### config.mk
export PLATFORM = sky130hd
export DESIGN_NAME = rll_key_unit
export DESIGN_NICKNAME = d
export VERILOG_FILES = /design/src/rtl/rll_pkg.sv /design/src/rtl/rll_key_gate_bank.sv /design/src/rtl/rll_key_unit.sv
export SDC_FILE = /design/constraint.sdc
export NUM_CORES = 1
export LEC_CHECK = 0
export BUFFER_PORTS_ARGS = -buffer_cell sky130_fd_sc_hd__buf_2
export CAP_MARGIN = 20
export CORE_MARGIN = 10
export CORE_UTILIZATION = 45
export DETAILED_ROUTE_END_ITERATION = 12
export GPL_ROUTABILITY_DRIVEN = 0
export PLACE_DENSITY_LB_ADDON = 0.05
export SLEW_MARGIN = 25
export SYNTH_ARGS = -nofsm -noshare
export SYNTH_HDL_FRONTEND = slang
export SYNTH_SLANG_ARGS = --single-unit
### constraint.sdc
create_clock -name clk -period 2.2 [get_ports clk]
set_input_delay 0.44 -clock clk [delete_from_list [all_inputs] [get_ports clk]]
set_output_delay 0.44 -clock clk [all_outputs]
set_load 0.02 [all_outputs]
### src/rtl/rll_pkg.sv
// rtl/rll_pkg.sv - shared state type, lockout limit and bit-to-key index mapping for rll_key_unit
package rll_pkg;

    typedef enum logic [1:0] {
        IDLE    = 2'd0,
        LOAD    = 2'd1,
        ARMED   = 2'd2,
        LOCKOUT = 2'd3
    } rll_state_t;

    localparam int LOCKOUT_LIMIT = 3;

    // Data bits wrap around the key when DATA_W exceeds KEY_W.
    function automatic int key_index(input int bit_idx, input int key_w);
        return bit_idx % key_w;
    endfunction

endpackage

### src/rtl/rll_key_gate_bank.sv
// rtl/rll_key_gate_bank.sv - combinational XOR/XNOR key-gate array over a DATA_W-bit word
module rll_key_gate_bank
    import rll_pkg::*;
#(
    parameter int               KEY_W   = 32,
    parameter int               DATA_W  = 32,
    parameter logic [KEY_W-1:0] KEY_POL = '0
) (
    input  logic [KEY_W-1:0]  key,
    input  logic [DATA_W-1:0] data,
    output logic [DATA_W-1:0] gated
);

    for (genvar i = 0; i < DATA_W; i++) begin : g_gate
        localparam int J = key_index(i, KEY_W);
        assign gated[i] = data[i] ^ key[J] ^ KEY_POL[J];
    end

endmodule

### src/rtl/rll_key_unit.sv
// rtl/rll_key_unit.sv - serial key loader with atomic commit and registered keyed datapath
// Optional lockout after repeated malformed loads: define RLL_KEY_LOCKOUT_EN.
module rll_key_unit
    import rll_pkg::*;
#(
    parameter int               KEY_W   = 32,
    parameter int               CHUNK_W = 8,
    parameter int               DATA_W  = 32,
    parameter logic [KEY_W-1:0] KEY_POL = '0
) (
    input  logic               clk,
    input  logic               rst_n,
    input  logic               key_vld,
    output logic               key_rdy,
    input  logic [CHUNK_W-1:0] key_data,
    input  logic               key_last,
    output logic               key_err,
    output logic               key_locked,
    input  logic               in_vld,
    output logic               in_rdy,
    input  logic [DATA_W-1:0]  in_data,
    output logic               out_vld,
    input  logic               out_rdy,
    output logic [DATA_W-1:0]  out_data
);

    localparam int NBEATS = KEY_W / CHUNK_W;
    localparam int CNT_W  = (NBEATS > 1) ? $clog2(NBEATS) : 1;
    localparam logic [CNT_W-1:0] LAST_BEAT = CNT_W'(NBEATS - 1);

    rll_state_t         state;
    logic [KEY_W-1:0]   staging;
    logic [KEY_W-1:0]   staging_next;
    logic [KEY_W-1:0]   live_key;
    logic [CNT_W-1:0]   beat_cnt;
    logic [DATA_W-1:0]  gated;
    logic               beat_fire;
    logic               is_final;
    logic               load_err;
    logic               commit;
    int                 base;
`ifdef RLL_KEY_LOCKOUT_EN
    logic [1:0]         err_cnt;
`endif

    assign key_rdy   = (state != LOCKOUT);
    assign in_rdy    = key_locked && (!out_vld || out_rdy);
    assign beat_fire = key_vld && key_rdy;
    assign is_final  = (beat_cnt == LAST_BEAT);
    assign load_err  = beat_fire && (key_last != is_final);
    assign commit    = beat_fire && key_last && is_final;

    // The commit value must include the beat arriving on the commit edge.
    always_comb begin
        base         = int'(beat_cnt) * CHUNK_W;
        staging_next = staging;
        staging_next[base +: CHUNK_W] = key_data;
    end

    rll_key_gate_bank #(
        .KEY_W   (KEY_W),
        .DATA_W  (DATA_W),
        .KEY_POL (KEY_POL)
    ) u_gate_bank (
        .key   (live_key),
        .data  (in_data),
        .gated (gated)
    );

    always_ff @(posedge clk or negedge rst_n) begin
        if (!rst_n) begin
            state      <= IDLE;
            staging    <= '0;
            live_key   <= '0;
            beat_cnt   <= '0;
            key_err    <= 1'b0;
            key_locked <= 1'b0;
            out_vld    <= 1'b0;
            out_data   <= '0;
`ifdef RLL_KEY_LOCKOUT_EN
            err_cnt    <= 2'd0;
`endif
        end else begin
            key_err <= 1'b0;
            if (beat_fire) begin
                if (load_err) begin
                    key_err  <= 1'b1;
                    staging  <= '0;
                    beat_cnt <= '0;
`ifdef RLL_KEY_LOCKOUT_EN
                    if (err_cnt == 2'(LOCKOUT_LIMIT - 1)) begin
                        state      <= LOCKOUT;
                        live_key   <= '0;
                        key_locked <= 1'b0;
                    end else begin
                        err_cnt <= err_cnt + 2'd1;
                        state   <= key_locked ? ARMED : IDLE;
                    end
`else
                    state <= key_locked ? ARMED : IDLE;
`endif
                end else if (commit) begin
                    live_key   <= staging_next;
                    staging    <= '0;
                    beat_cnt   <= '0;
                    state      <= ARMED;
                    key_locked <= 1'b1;
`ifdef RLL_KEY_LOCKOUT_EN
                    err_cnt    <= 2'd0;
`endif
                end else begin
                    staging  <= staging_next;
                    beat_cnt <= beat_cnt + CNT_W'(1);
                    state    <= LOAD;
                end
            end

            // Words are gated with the key live at capture and never touched again.
            if (in_vld && in_rdy) begin
                out_data <= gated;
                out_vld  <= 1'b1;
            end else if (out_rdy) begin
                out_vld <= 1'b0;
            end
        end
    end

endmodule

# Word level (Yosys, flattened, before mapping)
# Index checks and enable logic that the tools add are counted.
[totals]
register_bits = 103
wordCells = 70
[op_classes]
addsub = 2
eq_ne = 3
shifts = 2
n_mux = 12
n_bitwise = 33
n_reduce_logical = 10
[op_table]
columns = ["cell", "count"]
rows = [
  ["$mux W32", 2],
  ["$neg A5 Y33", 1],
  ["$shift A8 B33 Y32 const A", 1],
  ["$shiftx A8 B33 Y32", 1],
  ["$bwmux W32", 1],
  ["$xor A1 B1 Y1", 32],
  ["$mux W2", 5],
  ["$logic_and A1 B1 Y1", 6],
  ["$mux W1", 4],
  ["$reduce_and A3 Y1", 1],
  ["$add A2 B1 Y2 const B", 1],
  ["$eq A2 B2 Y1 const B", 1],
  ["$ne A2 B2 Y1 const B", 1],
  ["$reduce_bool A2 Y1", 1],
  ["$logic_not A1 Y1", 1],
  ["$logic_or A1 B1 Y1", 1],
  ["$ne A1 B1 Y1", 1],
  ["$not A1 Y1", 1],
]

# Depth between registers and ports, before layout
# Gate-level depths: netlist (run 1).
[depth]
word_depth = 6
depth_mapped = 7

# By module
# A second synthesis (run 1) with hierarchy kept.
[hier_totals]
cells_unflattened = 399
hier_area_um2 = 4742.0
[modules_own_cells]
columns = ["mod", "instances", "cells_per_inst", "area_per_inst_um2"]
rows = [
  ["rll_key_unit", 1, 367, 4461.8],
  ["rll_key_gate_bank", 1, 32, 280.3],
]

# Least setup slack after synthesis (run 1)
# No wires, ideal clock.
[synth_timing]
path_kind = "register -> register"
startpoint = "reg beat_cnt[0]"
endpoint = "reg staging[0]"
setup_ps = 121
arrival_time_ps = 1726
t_required_ps = 2079
path_slack_ps = 353
path_stages_with_launch = 8
path_buffers = 2
path_cell_list = "dfrtp_1 > inv_1 > ha_1 > and4bb_1 > buf_6 > and3_4 > buf_6 > a22o_1"
[synth_via]
elab_chain_len = 5
[synth_lines]
columns = ["element", "line_no", "rtl"]
rows = [
  ["from (decl)", "rll_key_unit.sv:35", "logic [CNT_W-1:0] beat_cnt;"],
  ["from (signal assigned)", "rll_key_unit.sv:113", "beat_cnt <= beat_cnt + CNT_W'(1);"],
  ["$neg A5 Y33", "rll_key_unit.sv:57", "staging_next[base +: CHUNK_W] = key_data;"],
  ["$shiftx A8 B33 Y32 or $shift A8 B33 Y32 (tied branches)", "rll_key_unit.sv:57", ""],
  ["$bwmux W32", "rll_key_unit.sv:57", ""],
  ["$mux W32", "rll_key_unit.sv:102", "end else if (commit) begin"],
  ["$mux W32 (*)", "rll_key_unit.sv:86", "if (load_err) begin"],
  ["to (signal assigned)", "rll_key_unit.sv:112", "staging <= staging_next;"],
  ["to (decl)", "rll_key_unit.sv:32", "logic [KEY_W-1:0] staging;"],
]
# Mark *: on every way between the ends. The rest lies on a longest branch, timed or not.
# A chain may end at the register's enable or synchronous reset.

# Worst setup path after layout (run 1)
[layout_timing]
startpoint = "reg beat_cnt[1]"
endpoint = "reg staging[7]"
# Same word-level chain as after synthesis.

==> results of run 1 <==
## path summary, 6_finish.rpt
kind / slack (ps) / to / cells after the start
worst max-delay path: 260 / staging[7] / 5
worst min-delay path: 20 / out_data[27] / 1
worst max register to register: 260 / staging[7] / 5
worst min register to register: 500 / staging[30] / 1
max in group asynchronous: 1610 / staging[16] / 2
min in group clk: 330 / state[1] / 2
## worst max-delay path, delay by kind of cell, from the launching register on
| family | cells | cell delay, ps |
|---|---|---|
| AND/OR/NAND/NOR | 2 | 810 |
| flip-flops | 1 | 420 |
| adder cells (fa/ha/maj) | 1 | 400 |
| AO/OA/AOI/OAI | 1 | 140 |
| buffers and inverters | 1 | 100 |
## synth_stat cells, drive strengths merged, types with 2 or more instances
library cell and number:
clkbuf 10, buf 20, and4bb 2, dfrtp 103
nor2b 8, a31oi 22, mux2 32, ha 6
nand3 8, a22o 27, o21ai 6, xor2 32
nor2 3, or2 2, nand4 8, o2bb2ai 6
inv 3, nand2 15, a21oi 50, a32oi 2
nand3b 5, and2 3, nand2b 18
## report_power, final
part	internal (W)	leakage (nW)	total (W)	switching (W)
Sequential	0.00258	1.31	0.00302	0.000445
Clock	0.000462	0.0992	0.00116	0.000701
Combinational	0.00119	1.11	0.00278	0.00159
## flip-flops by register name (all words and copies together) (netlist names)
signal / count
key_err: 1
out_data: 32
out_vld: 1
beat_cnt: 2
key_locked: 1
live_key: 32
staging: 32
state: 2
## area by class of cell
type	instances	area, sq um	area share (%)
Sequential cell	103	2580	46.9
Inverter	3	11.3	0.205
Timing Repair Buffer	96	543	9.88
Multi-Input combinational cell	266	2000	36.5
Tap cell	136	170	3.10
Clock inverter	6	51.3	0.934
Clock buffer	10	138	2.51
## cell families (layout without fill, tap and decap cells)
family                     after synthesis  count (layout)  share of synthesized area (%)
buffers and inverters                   33             115                           3.68
xor gates and xnor gates                33              33                           6.08
DFF                                    103             103                           54.2
and+or+nand+nor                         79              79                           10.7
muxes                                   32              32                           7.58
AOI/OAI and AO/OA                      115             115                           16.0
adders and majority gates                7               7                           1.79
## cell usage in the layout (no fill, tap or decap), types with 4 or more instances in the layout
| cell | n |
|---|---|
| sky130_fd_sc_hd__a21oi_1 | 50 |
| sky130_fd_sc_hd__a22o_1 | 27 |
| sky130_fd_sc_hd__a31oi_1 | 22 |
| sky130_fd_sc_hd__buf_2 | 81 |
| sky130_fd_sc_hd__buf_4 | 13 |
| sky130_fd_sc_hd__clkbuf_8 | 10 |
| sky130_fd_sc_hd__dfrtp_1 | 103 |
| sky130_fd_sc_hd__ha_1 | 6 |
| sky130_fd_sc_hd__mux2_2 | 32 |
| sky130_fd_sc_hd__nand2_1 | 15 |
| sky130_fd_sc_hd__nand2b_1 | 18 |
| sky130_fd_sc_hd__nand3_1 | 8 |
| sky130_fd_sc_hd__nand3b_1 | 5 |
| sky130_fd_sc_hd__nand4_1 | 8 |
| sky130_fd_sc_hd__nor2b_1 | 8 |
| sky130_fd_sc_hd__o21ai_2 | 4 |
| sky130_fd_sc_hd__o2bb2ai_1 | 6 |
| sky130_fd_sc_hd__xor2_1 | 32 |
## metal layers
layer	track usage, %	vias up	routed length, um	share of wire (%)
li1	-	1610	-	-
met1	21.5	1698	5330	46
met2	24.7	79	5480	47
met3	3.90	11	678	5.8
met4	5.08	0	157	1.3
met5	0	-	0	0
## metrics by stage
| step | hold slack (ps) | area, sq um | setup slack (ps) | std cells |
|---|---|---|---|---|
| after global routing | 23.4 | 5490 | 105 | 620 |
| after detailed placement | 433 | 5310 | 308 | 604 |
| after global placement | 432 | 5310 | 400 | 604 |
| after CTS | 23.7 | 5490 | 265 | 620 |
| final | 17.1 | 5490 | 263 | 620 |
| after floorplan | 144 | 4760 | 353 | 402 |
==> flow_results.xml, run 1 <==
<?xml version="1.0" encoding="UTF-8"?>
<metrics>
  <group name="clocking">
    <metric name="worstSkewPairLatency" unit="ps">370</metric>
    <metric name="cts_setup_buffers" unit="">0</metric>
    <metric name="cts_hold_buffers" unit="">0</metric>
    <metric name="clockRootBuffer" unit="">sky130_fd_sc_hd__clkbuf_8</metric>
    <metric name="clock_path_buffers" unit="">2</metric>
    <metric name="clock_sink_count" unit="">103</metric>
    <metric name="clk_pin_slew" unit="ps">110</metric>
    <metric name="numCtsBuffers" unit="">9</metric>
    <metric name="tritoncts" unit="">done</metric>
    <metric name="clock_tree.htree_level_count" unit="">3</metric>
    <metric name="cts.repair.resized" unit="">0</metric>
  </group>
  <group name="final_layout">
    <metric name="drive_above_1_share" unit="%">32.0</metric>
    <metric name="nNetsFinal" unit="">531</metric>
    <metric name="fin_util" unit="%">53.2</metric>
    <metric name="final.fill_count" unit="">928</metric>
    <metric name="n_antenna_cell" unit="">0</metric>
    <metric name="area_delta_synth_final" unit="%">15.5</metric>
  </group>
  <group name="detailed_routing">
    <metric name="ratio_of_routed_vias_to_standard_cells" unit="">5.48</metric>
    <metric name="number_of_drc_markers_after_the_initial_detailed_route_iteration" unit="">221</metric>
    <metric name="antenna_left" unit="">0</metric>
    <metric name="drt_first_pass_iters" unit="">4</metric>
    <metric name="routedWlPerCell" unit="um">18.8</metric>
    <metric name="vias_after_detailed_routing" unit="">3398</metric>
    <metric name="totalWireLength" unit="mm">11.6</metric>
    <metric name="route.detailed.drc" unit="">0</metric>
  </group>
  <group name="timing">
    <metric name="layout_min_cycle_time" unit="ps">1940</metric>
    <metric name="report.final.slew_viol_count" unit="">0</metric>
    <metric name="layout_worst_path_cycle_share" unit="%">88.1</metric>
    <metric name="max-slew-margin-rel" unit="%">60.7</metric>
    <metric name="setup_viol_count_final" unit="">0</metric>
    <metric name="max_freq" unit="MHz">516</metric>
    <metric name="rsz0062_at_grt" unit="">false</metric>
    <metric name="timing.setup.tns" unit="ps">0</metric>
    <metric name="final_hold_viol_count" unit="">0</metric>
    <metric name="clock_skew" unit="ps">16.1</metric>
    <metric name="tightestPinTransition" unit="ps">588</metric>
  </group>
  <group name="synth">
    <metric name="ys_seq_area_share" unit="%">54.2</metric>
    <metric name="synth-main-ff-cell" unit="">sky130_fd_sc_hd__dfrtp_1</metric>
    <metric name="post_synth.cell_area_avg" unit="sq um">11.8</metric>
    <metric name="ys_types" unit="">41</metric>
    <metric name="synth_async_sr_flop_share" unit="%">100</metric>
    <metric name="yosysTopAreaCell" unit="">sky130_fd_sc_hd__dfrtp_1</metric>
    <metric name="synth_enable_flop_cells" unit="">0</metric>
    <metric name="netlist.area_leader.share" unit="%">54.2</metric>
    <metric name="syn-instance-count" unit="">402</metric>
    <metric name="synthesis.yosys.warnings" unit="">0</metric>
    <metric name="synth.ff_latch_count" unit="">103</metric>
    <metric name="syn_nets" unit="">454</metric>
    <metric name="largest_cells_by_area_after_synthesis" unit="">sky130_fd_sc_hd__dfrtp_1, sky130_fd_sc_hd__mux2_2, sky130_fd_sc_hd__xor2_1</metric>
    <metric name="synthesis.area" unit="sq um">4760</metric>
  </group>
  <group name="worst_setup_path">
    <metric name="critPathKind" unit="">register to register</metric>
    <metric name="worst_ep_required_time" unit="ps">2500</metric>
    <metric name="crit_chain" unit="">inv_1 -&gt; ha_1 -&gt; and4bb_1 -&gt; and3_4 -&gt; a22o_1</metric>
    <metric name="crit_arrival" unit="ps">2240</metric>
    <metric name="cp_slowest_cell" unit="">sky130_fd_sc_hd__and4bb_1</metric>
    <metric name="endpoint_kind" unit="">register</metric>
    <metric name="critical_path.reg2reg.startpoint" unit="">beat_cnt[1]</metric>
    <metric name="critPathLaunchType" unit="">register</metric>
    <metric name="cp-startpoint" unit="">beat_cnt[1]</metric>
    <metric name="crit_path_max_incr_delay" unit="ps">510</metric>
    <metric name="timing.critical_path.fanout_max" unit="">9</metric>
  </group>
  <group name="grt">
    <metric name="grt_pass1_vias" unit="">3522</metric>
    <metric name="grtUsageTotal" unit="%">15.9</metric>
    <metric name="grt_pass1_wl" unit="mm">18.9</metric>
    <metric name="grt_overflow_total" unit="">0</metric>
    <metric name="antenna_violations_before_repair" unit="">0</metric>
    <metric name="pin_count_of_the_biggest_net_entering_global_routing" unit="">40</metric>
  </group>
  <group name="die">
    <metric name="fp.dieW" unit="um">123</metric>
    <metric name="rows" unit="">37</metric>
    <metric name="ioPinCount" unit="">83</metric>
    <metric name="core_region_area" unit="sq um">10300</metric>
    <metric name="floorplan.die_area" unit="sq um">15100</metric>
    <metric name="initial_core_utilization" unit="%">46.1</metric>
    <metric name="die_extent_in_y" unit="um">123</metric>
  </group>
  <group name="place">
    <metric name="portBuffers" unit="">82</metric>
    <metric name="detailedPlacementHpwl" unit="mm">8.46</metric>
  </group>
  <group name="pwr">
    <metric name="leakagePower" unit="nW">2.52</metric>
    <metric name="power.total" unit="W">0.00696</metric>
    <metric name="worst_ir_drop_vdd" unit="mV">0.528</metric>
    <metric name="power.density" unit="nW/um^2">1270</metric>
  </group>
  <group name="status">
    <metric name="status" unit="">finished clean</metric>
  </group>
  <group name="run">
    <metric name="drv_cap" unit="">0</metric>
  </group>
  <group name="worst_hold_path">
    <metric name="tightest_hold_check_type" unit="">primary input to async pin</metric>
  </group>
</metrics>
Note: power is estimated with default switching activity, not from simulation.
==> run 2, diff against run 1 <==
--- a/config.mk
+++ b/config.mk
@@ -9,5 +9,5 @@
 export CAP_MARGIN = 20
 export CORE_MARGIN = 10
-export CORE_UTILIZATION = 45
+export CORE_UTILIZATION = 25
 export DETAILED_ROUTE_END_ITERATION = 12
 export GPL_ROUTABILITY_DRIVEN = 0
==> constraint.sdc (replaced) <==
create_clock -name clk -period 2.2 [get_ports clk]
set_input_delay 0 -clock clk [delete_from_list [all_inputs] [get_ports clk]]
set_output_delay 0 -clock clk [all_outputs]
set_load 0.02 [all_outputs]
==> flow_results.xml, run 2 (synthesis gave the netlist of run 1 again) <==
<?xml version="1.0" encoding="UTF-8"?>
<metrics>
  <group name="status">
    <metric name="status" unit="">finished clean</metric>
  </group>
  <group name="detailed_routing">
    <metric name="route.detailed.drc" unit="">0</metric>
    <metric name="vias_after_detailed_routing" unit="">3382</metric>
    <metric name="number_of_drc_markers_after_the_initial_detailed_route_iteration" unit="">158</metric>
    <metric name="drt_first_pass_iters" unit="">4</metric>
    <metric name="ratio_of_routed_vias_to_standard_cells" unit="">4.68</metric>
    <metric name="antenna_left" unit="">0</metric>
    <metric name="routedWlPerCell" unit="um">18.9</metric>
    <metric name="totalWireLength" unit="mm">13.6</metric>
  </group>
  <group name="grt">
    <metric name="pin_count_of_the_biggest_net_entering_global_routing" unit="">68</metric>
    <metric name="grt_pass1_vias" unit="">3758</metric>
    <metric name="antenna_violations_before_repair" unit="">0</metric>
    <metric name="grtUsageTotal" unit="%">11.3</metric>
    <metric name="grt_pass1_wl" unit="mm">21.7</metric>
    <metric name="grt_overflow_total" unit="">0</metric>
  </group>
  <group name="timing">
    <metric name="max-slew-margin-rel" unit="%">63.0</metric>
    <metric name="rsz0062_at_grt" unit="">false</metric>
    <metric name="final_hold_viol_count" unit="">0</metric>
    <metric name="fin_hold_ws" unit="ps">27.8</metric>
    <metric name="layout_min_cycle_time" unit="ps">1950</metric>
    <metric name="finalWorstSetupSlack" unit="ps">253</metric>
    <metric name="timing.setup.tns" unit="ps">0</metric>
    <metric name="report.final.slew_viol_count" unit="">0</metric>
    <metric name="clock_skew" unit="ps">6.35</metric>
    <metric name="setup_viol_count_final" unit="">0</metric>
    <metric name="tightestPinTransition" unit="ps">550</metric>
    <metric name="layout_worst_path_cycle_share" unit="%">88.5</metric>
    <metric name="max_freq" unit="MHz">514</metric>
  </group>
  <group name="clocking">
    <metric name="clockRootBuffer" unit="">sky130_fd_sc_hd__clkbuf_16</metric>
    <metric name="clock_path_buffers" unit="">2</metric>
    <metric name="clock_tree.htree_level_count" unit="">3</metric>
    <metric name="clock_sink_count" unit="">103</metric>
    <metric name="numCtsBuffers" unit="">9</metric>
    <metric name="worstSkewPairLatency" unit="ps">350</metric>
    <metric name="clk_pin_slew" unit="ps">70</metric>
    <metric name="tritoncts" unit="">done</metric>
    <metric name="cts.repair.resized" unit="">0</metric>
  </group>
  <group name="worst_setup_path">
    <metric name="critPathKind" unit="">register to register</metric>
    <metric name="critPathLaunchType" unit="">register</metric>
    <metric name="worst_ep_required_time" unit="ps">2490</metric>
    <metric name="crit_chain" unit="">inv_1 -&gt; ha_1 -&gt; and4bb_1 -&gt; and3_4 -&gt; a22o_1</metric>
    <metric name="crit_path_max_incr_delay" unit="ps">530</metric>
    <metric name="cp_slowest_cell" unit="">sky130_fd_sc_hd__and4bb_1</metric>
    <metric name="timing.critical_path.fanout_max" unit="">9</metric>
    <metric name="crit_arrival" unit="ps">2240</metric>
    <metric name="endpoint_kind" unit="">register</metric>
    <metric name="worst-r2r-setup-slack" unit="ps">250</metric>
  </group>
  <group name="final_layout">
    <metric name="final_cell_count_no_fill" unit="">722</metric>
    <metric name="layout_commonest_cell" unit="">sky130_fd_sc_hd__dfrtp_1</metric>
    <metric name="fin_util" unit="%">30.9</metric>
    <metric name="n_antenna_cell" unit="">0</metric>
    <metric name="reg.largest.list" unit="">live_key x32, out_data x32, staging x32</metric>
    <metric name="nNetsFinal" unit="">538</metric>
    <metric name="sequential_cell_area" unit="sq um">2580</metric>
    <metric name="multiInputGateArea" unit="sq um">2010</metric>
    <metric name="drive_above_1_share" unit="%">31.6</metric>
    <metric name="area_delta_synth_final" unit="%">21.4</metric>
    <metric name="final_cell_mix" unit="">sky130_fd_sc_hd__dfrtp_1, sky130_fd_sc_hd__buf_2, sky130_fd_sc_hd__a21oi_1</metric>
    <metric name="final.fill_count" unit="">1937</metric>
  </group>
  <group name="place">
    <metric name="portBuffers" unit="">82</metric>
    <metric name="dp_cells" unit="">704</metric>
    <metric name="preCtsSetupSlack" unit="ps">287</metric>
    <metric name="detailedPlacementHpwl" unit="mm">9.85</metric>
  </group>
  <group name="die">
    <metric name="ioPinCount" unit="">83</metric>
    <metric name="initial_core_utilization" unit="%">25.4</metric>
    <metric name="floorplan.die_area" unit="sq um">24900</metric>
    <metric name="fp.dieW" unit="um">158</metric>
    <metric name="die_extent_in_y" unit="um">158</metric>
    <metric name="core_region_area" unit="sq um">18700</metric>
    <metric name="rows" unit="">50</metric>
  </group>
  <group name="pwr">
    <metric name="leakagePower" unit="nW">2.59</metric>
    <metric name="worst_ir_drop_vdd" unit="mV">0.464</metric>
    <metric name="power.density" unit="nW/um^2">1290</metric>
  </group>
  <group name="worst_hold_path">
    <metric name="tightest_hold_check_type" unit="">primary input to register</metric>
  </group>
  <group name="run">
    <metric name="drv_cap" unit="">0</metric>
  </group>
</metrics>
## run 2: changes by cell type in the layout (fill, tap and decap cells not counted)
cell                            previous run  this run
sky130_fd_sc_hd__a21boi_2                  1         0
sky130_fd_sc_hd__a21boi_4                  0         1
sky130_fd_sc_hd__buf_4                    13        15
sky130_fd_sc_hd__clkbuf_16                 0         9
sky130_fd_sc_hd__clkbuf_8                 10         3
sky130_fd_sc_hd__clkinv_4                  2         0
sky130_fd_sc_hd__dlygate4sd3_1             0         5
sky130_fd_sc_hd__inv_6                     2         0
sky130_fd_sc_hd__inv_8                     1         0
## run 2: routing by layer
layer / vias to the layer above / wire length [um] / track usage [%]
li1: 1626 / - / -
met4: 0 / 192 / 4.14
met1: 1687 / 6350 / 14.9
met5: - / 0 / 0
met2: 55 / 6490 / 17.9
met3: 14 / 583 / 2.23
## run 2: worst paths after layout
| kind | start | end | depth (start not counted) |
|---|---|---|---|
| setup reg to reg | beat_cnt[0] | staging[7] | 5 |
| max in group asynchronous | rst_n | out_data[29] | 3 |
| hold reg to reg | staging[14] | staging[14] | 1 |
| hold / removal | key_data[6] | staging[6] | 2 |
| min in group asynchronous | rst_n | out_data[28] | 3 |
| setup / recovery | beat_cnt[0] | staging[7] | 5 |
## run 2: per-stage QoR
step	cell area, sq um	power, W
floorplan	4760	0.00497
global placement	5450	0.00597
detailed placement	5450	0.00602
CTS	5770	0.00760
global route	5770	0.00798
finish	5770	0.00743
## run 2: what timing repair did
action / 4_1_cts / 5_1_grt
endpoints found under the hold margin: 106 / 0
hold buffers: 5 / 0
buffers inserted: 0 / 0
## run 2: critical path: cells and delay by family, from the launching register on
kind | cells | cell delay [ps]
AO/OA/AOI/OAI | 1 | 140
adder cells (fa/ha/maj) | 1 | 410
buffers and inverters | 1 | 90
flip-flops | 1 | 390
AND/OR/NAND/NOR | 2 | 840
## run 2: area by class of cell
class                      instances  share of cell area, %
sequential                       103                   44.7
clock inverter                     1                 0.0867
timing repair buffer             103                   10.5
inverter                           3                  0.195
tap                              234                   5.07
multi-input combinational        266                   34.8
clock buffer                      12                   4.62
## run 2: where the power goes
group / leakage, nW / total (W) / internal (W) / switching (W)
clock: 0.136 / 0.00153 / 0.000840 / 0.000692
combinational: 1.14 / 0.00286 / 0.00123 / 0.00163
sequential: 1.31 / 0.00304 / 0.00258 / 0.000454
==> run 3, diff against run 2 <==
Settings changed: CTS_CLUSTER_SIZE set to 16.
Clock period 2.2 ns to 1.7 ns, I/O delays scaled along.
==> flow_results.xml, run 3 (synthesis gave the netlist of run 1 again) <==
<?xml version="1.0" encoding="UTF-8"?>
<metrics>
  <group name="timing">
    <metric name="report.final.slew_viol_count" unit="">0</metric>
    <metric name="clock_skew" unit="ps">9.70</metric>
    <metric name="final_hold_viol_count" unit="">0</metric>
    <metric name="rsz0062_at_grt" unit="">true</metric>
    <metric name="layout_worst_path_cycle_share" unit="%">99.0</metric>
    <metric name="tightestPinTransition" unit="ps">490</metric>
    <metric name="max_freq" unit="MHz">594</metric>
    <metric name="layout_min_cycle_time" unit="ps">1680</metric>
    <metric name="setup_viol_count_final" unit="">0</metric>
    <metric name="max-slew-margin-rel" unit="%">67.3</metric>
  </group>
  <group name="pwr">
    <metric name="power.density" unit="nW/um^2">1680</metric>
    <metric name="leakagePower" unit="nW">2.73</metric>
    <metric name="power.total" unit="W">0.0102</metric>
    <metric name="worst_ir_drop_vdd" unit="mV">0.568</metric>
  </group>
  <group name="clocking">
    <metric name="tritoncts" unit="">done</metric>
    <metric name="clock_path_buffers" unit="">2</metric>
    <metric name="clock_tree.htree_level_count" unit="">3</metric>
    <metric name="numCtsBuffers" unit="">9</metric>
    <metric name="clockRootBuffer" unit="">sky130_fd_sc_hd__clkbuf_16</metric>
    <metric name="clk_pin_slew" unit="ps">70</metric>
    <metric name="worstSkewPairLatency" unit="ps">350</metric>
    <metric name="clock_sink_count" unit="">103</metric>
  </group>
  <group name="final_layout">
    <metric name="nNetsFinal" unit="">562</metric>
    <metric name="drive_above_1_share" unit="%">37.1</metric>
    <metric name="layout_commonest_cell" unit="">sky130_fd_sc_hd__dfrtp_1</metric>
    <metric name="final_cell_mix" unit="">sky130_fd_sc_hd__dfrtp_1, sky130_fd_sc_hd__buf_2, sky130_fd_sc_hd__a21oi_1</metric>
    <metric name="n_antenna_cell" unit="">0</metric>
    <metric name="reg.largest.list" unit="">live_key x32, out_data x32, staging x32</metric>
    <metric name="final_cell_count_no_fill" unit="">749</metric>
    <metric name="area_delta_synth_final" unit="%">27.2</metric>
    <metric name="final.fill_count" unit="">1909</metric>
  </group>
  <group name="worst_setup_path">
    <metric name="timing.critical_path.fanout_max" unit="">6</metric>
    <metric name="crit_path_max_incr_delay" unit="ps">460</metric>
    <metric name="endpoint_kind" unit="">register</metric>
    <metric name="worst_ep_required_time" unit="ps">1980</metric>
    <metric name="cp_slowest_cell" unit="">sky130_fd_sc_hd__dfrtp_2</metric>
    <metric name="worst-r2r-cell-count" unit="">5</metric>
    <metric name="r2r-end" unit="">staging[26]</metric>
    <metric name="critical_path.reg2reg.startpoint" unit="">beat_cnt[0]</metric>
    <metric name="worstPathBufferInverterCount" unit="">1</metric>
    <metric name="critPathLaunchType" unit="">register</metric>
    <metric name="crit_chain" unit="">inv_4 -&gt; ha_4 -&gt; and4bb_2 -&gt; nor4b_4 -&gt; a22o_1</metric>
    <metric name="critPathKind" unit="">register to register</metric>
    <metric name="critPathTopFamily" unit="">simple AND/OR/NAND/NOR gates</metric>
    <metric name="crit_arrival" unit="ps">1960</metric>
    <metric name="worst-r2r-setup-slack" unit="ps">20</metric>
  </group>
  <group name="grt">
    <metric name="grt_pass1_wl" unit="mm">22.3</metric>
    <metric name="pin_count_of_the_biggest_net_entering_global_routing" unit="">37</metric>
    <metric name="grtUsageTotal" unit="%">11.7</metric>
    <metric name="grt_overflow_total" unit="">0</metric>
    <metric name="antenna_violations_before_repair" unit="">0</metric>
    <metric name="grt_pass1_vias" unit="">3678</metric>
  </group>
  <group name="worst_hold_path">
    <metric name="min_delay_path_depth" unit="">2</metric>
    <metric name="tightest_hold_check_type" unit="">primary input to register</metric>
    <metric name="hold-path-endpoint" unit="">staging[17]</metric>
    <metric name="hold_start" unit="">key_data[1]</metric>
  </group>
  <group name="detailed_routing">
    <metric name="number_of_drc_markers_after_the_initial_detailed_route_iteration" unit="">184</metric>
    <metric name="antenna_left" unit="">0</metric>
    <metric name="totalWireLength" unit="mm">14.4</metric>
    <metric name="routedWlPerCell" unit="um">19.2</metric>
    <metric name="vias_after_detailed_routing" unit="">3497</metric>
    <metric name="drt_first_pass_iters" unit="">4</metric>
    <metric name="route.detailed.drc" unit="">0</metric>
    <metric name="ratio_of_routed_vias_to_standard_cells" unit="">4.67</metric>
  </group>
  <group name="place">
    <metric name="portBuffers" unit="">82</metric>
    <metric name="dp_cells" unit="">724</metric>
    <metric name="detailedPlacementHpwl" unit="mm">10.3</metric>
  </group>
  <group name="die">
    <metric name="ioPinCount" unit="">83</metric>
    <metric name="fp.dieW" unit="um">158</metric>
    <metric name="floorplan.die_area" unit="sq um">24900</metric>
    <metric name="core_region_area" unit="sq um">18700</metric>
    <metric name="die_extent_in_y" unit="um">158</metric>
    <metric name="rows" unit="">50</metric>
    <metric name="initial_core_utilization" unit="%">25.4</metric>
  </group>
  <group name="status">
    <metric name="status" unit="">finished clean</metric>
  </group>
  <group name="run">
    <metric name="drv_cap" unit="">0</metric>
  </group>
</metrics>
run 3: what timing repair did:
item | in CTS | in global routing
endpoints found under the setup margin | 7 | 52
cloned | 0 | 1
hold buffers | 4 | 0
buffers inserted | 4 | 1
pin swaps | 4 | 10
gates resized for setup | 3 | 12
hold endpoints to repair | 38 | 0
run 3: routing by layer:
| metal | vias up | global-route usage, % | share of wire, % |
|---|---|---|---|
| li1 | 1670 | - | - |
| met1 | 1753 | 15.6 | 47 |
| met2 | 70 | 18.6 | 48 |
| met3 | 4 | 2.55 | 4.3 |
| met4 | 0 | 3.47 | 0.50 |
| met5 | - | 0 | 0 |
run 3: worst reg2reg max path, delay by kind of cell, from the launching register on:
family,cells,cell delay [ps]
AND/OR/NAND/NOR,2,660
adder cells (fa/ha/maj),1,220
flip-flops,1,460
AO/OA/AOI/OAI,1,190
buffers and inverters,1,90
run 3: through the flow:
step	cell area, sq um	setup TNS, ps	setup slack [ps]	utilization [%]	hold slack [ps]
3_5_place_dp	5640	-249	-61.6	30.1	-3.94
2_1_floorplan	4770	0	20.6	-	-296
4_1_cts	5980	0	2.27	32.0	12.0
5_1_grt	6050	-451	-83.0	32.3	31.4
3_3_place_gp	5640	-12.2	-5.92	30.1	-6.12
6_report	6050	0	16.2	32.3	24.7
run 3: area by class of cell:
class	count	area [sq um]	area share (%)
Clock buffer	13	260	4.30
Clock inverter	3	17.5	0.290
Inverter	3	13.8	0.228
Multi-Input combinational cell	266	2040	33.8
Sequential cell	103	2580	42.6
Tap cell	234	293	4.84
Timing Repair Buffer	127	840	13.9
run 3: how the worst max path moves through the flow:
stage | from | endpoint | cells after the start
3_5_place_dp | beat_cnt[1] | staging[26] | 5
2_1_floorplan | beat_cnt[0] | staging[0] | 7
5_1_grt | beat_cnt[0] | staging[26] | 5
4_1_cts | beat_cnt[1] | staging[26] | 5
3_3_place_gp | beat_cnt[1] | staging[31] | 5
6_report | beat_cnt[0] | staging[26] | 5
run 3: power breakdown:
| part | switching, W | leakage [nW] | internal (W) |
|---|---|---|---|
| Sequential | 0.000610 | 1.31 | 0.00334 |
| Clock | 0.000940 | 0.136 | 0.00107 |
| Combinational | 0.00225 | 1.29 | 0.00196 |
| Total | 0.00380 | 2.73 | 0.00637 |
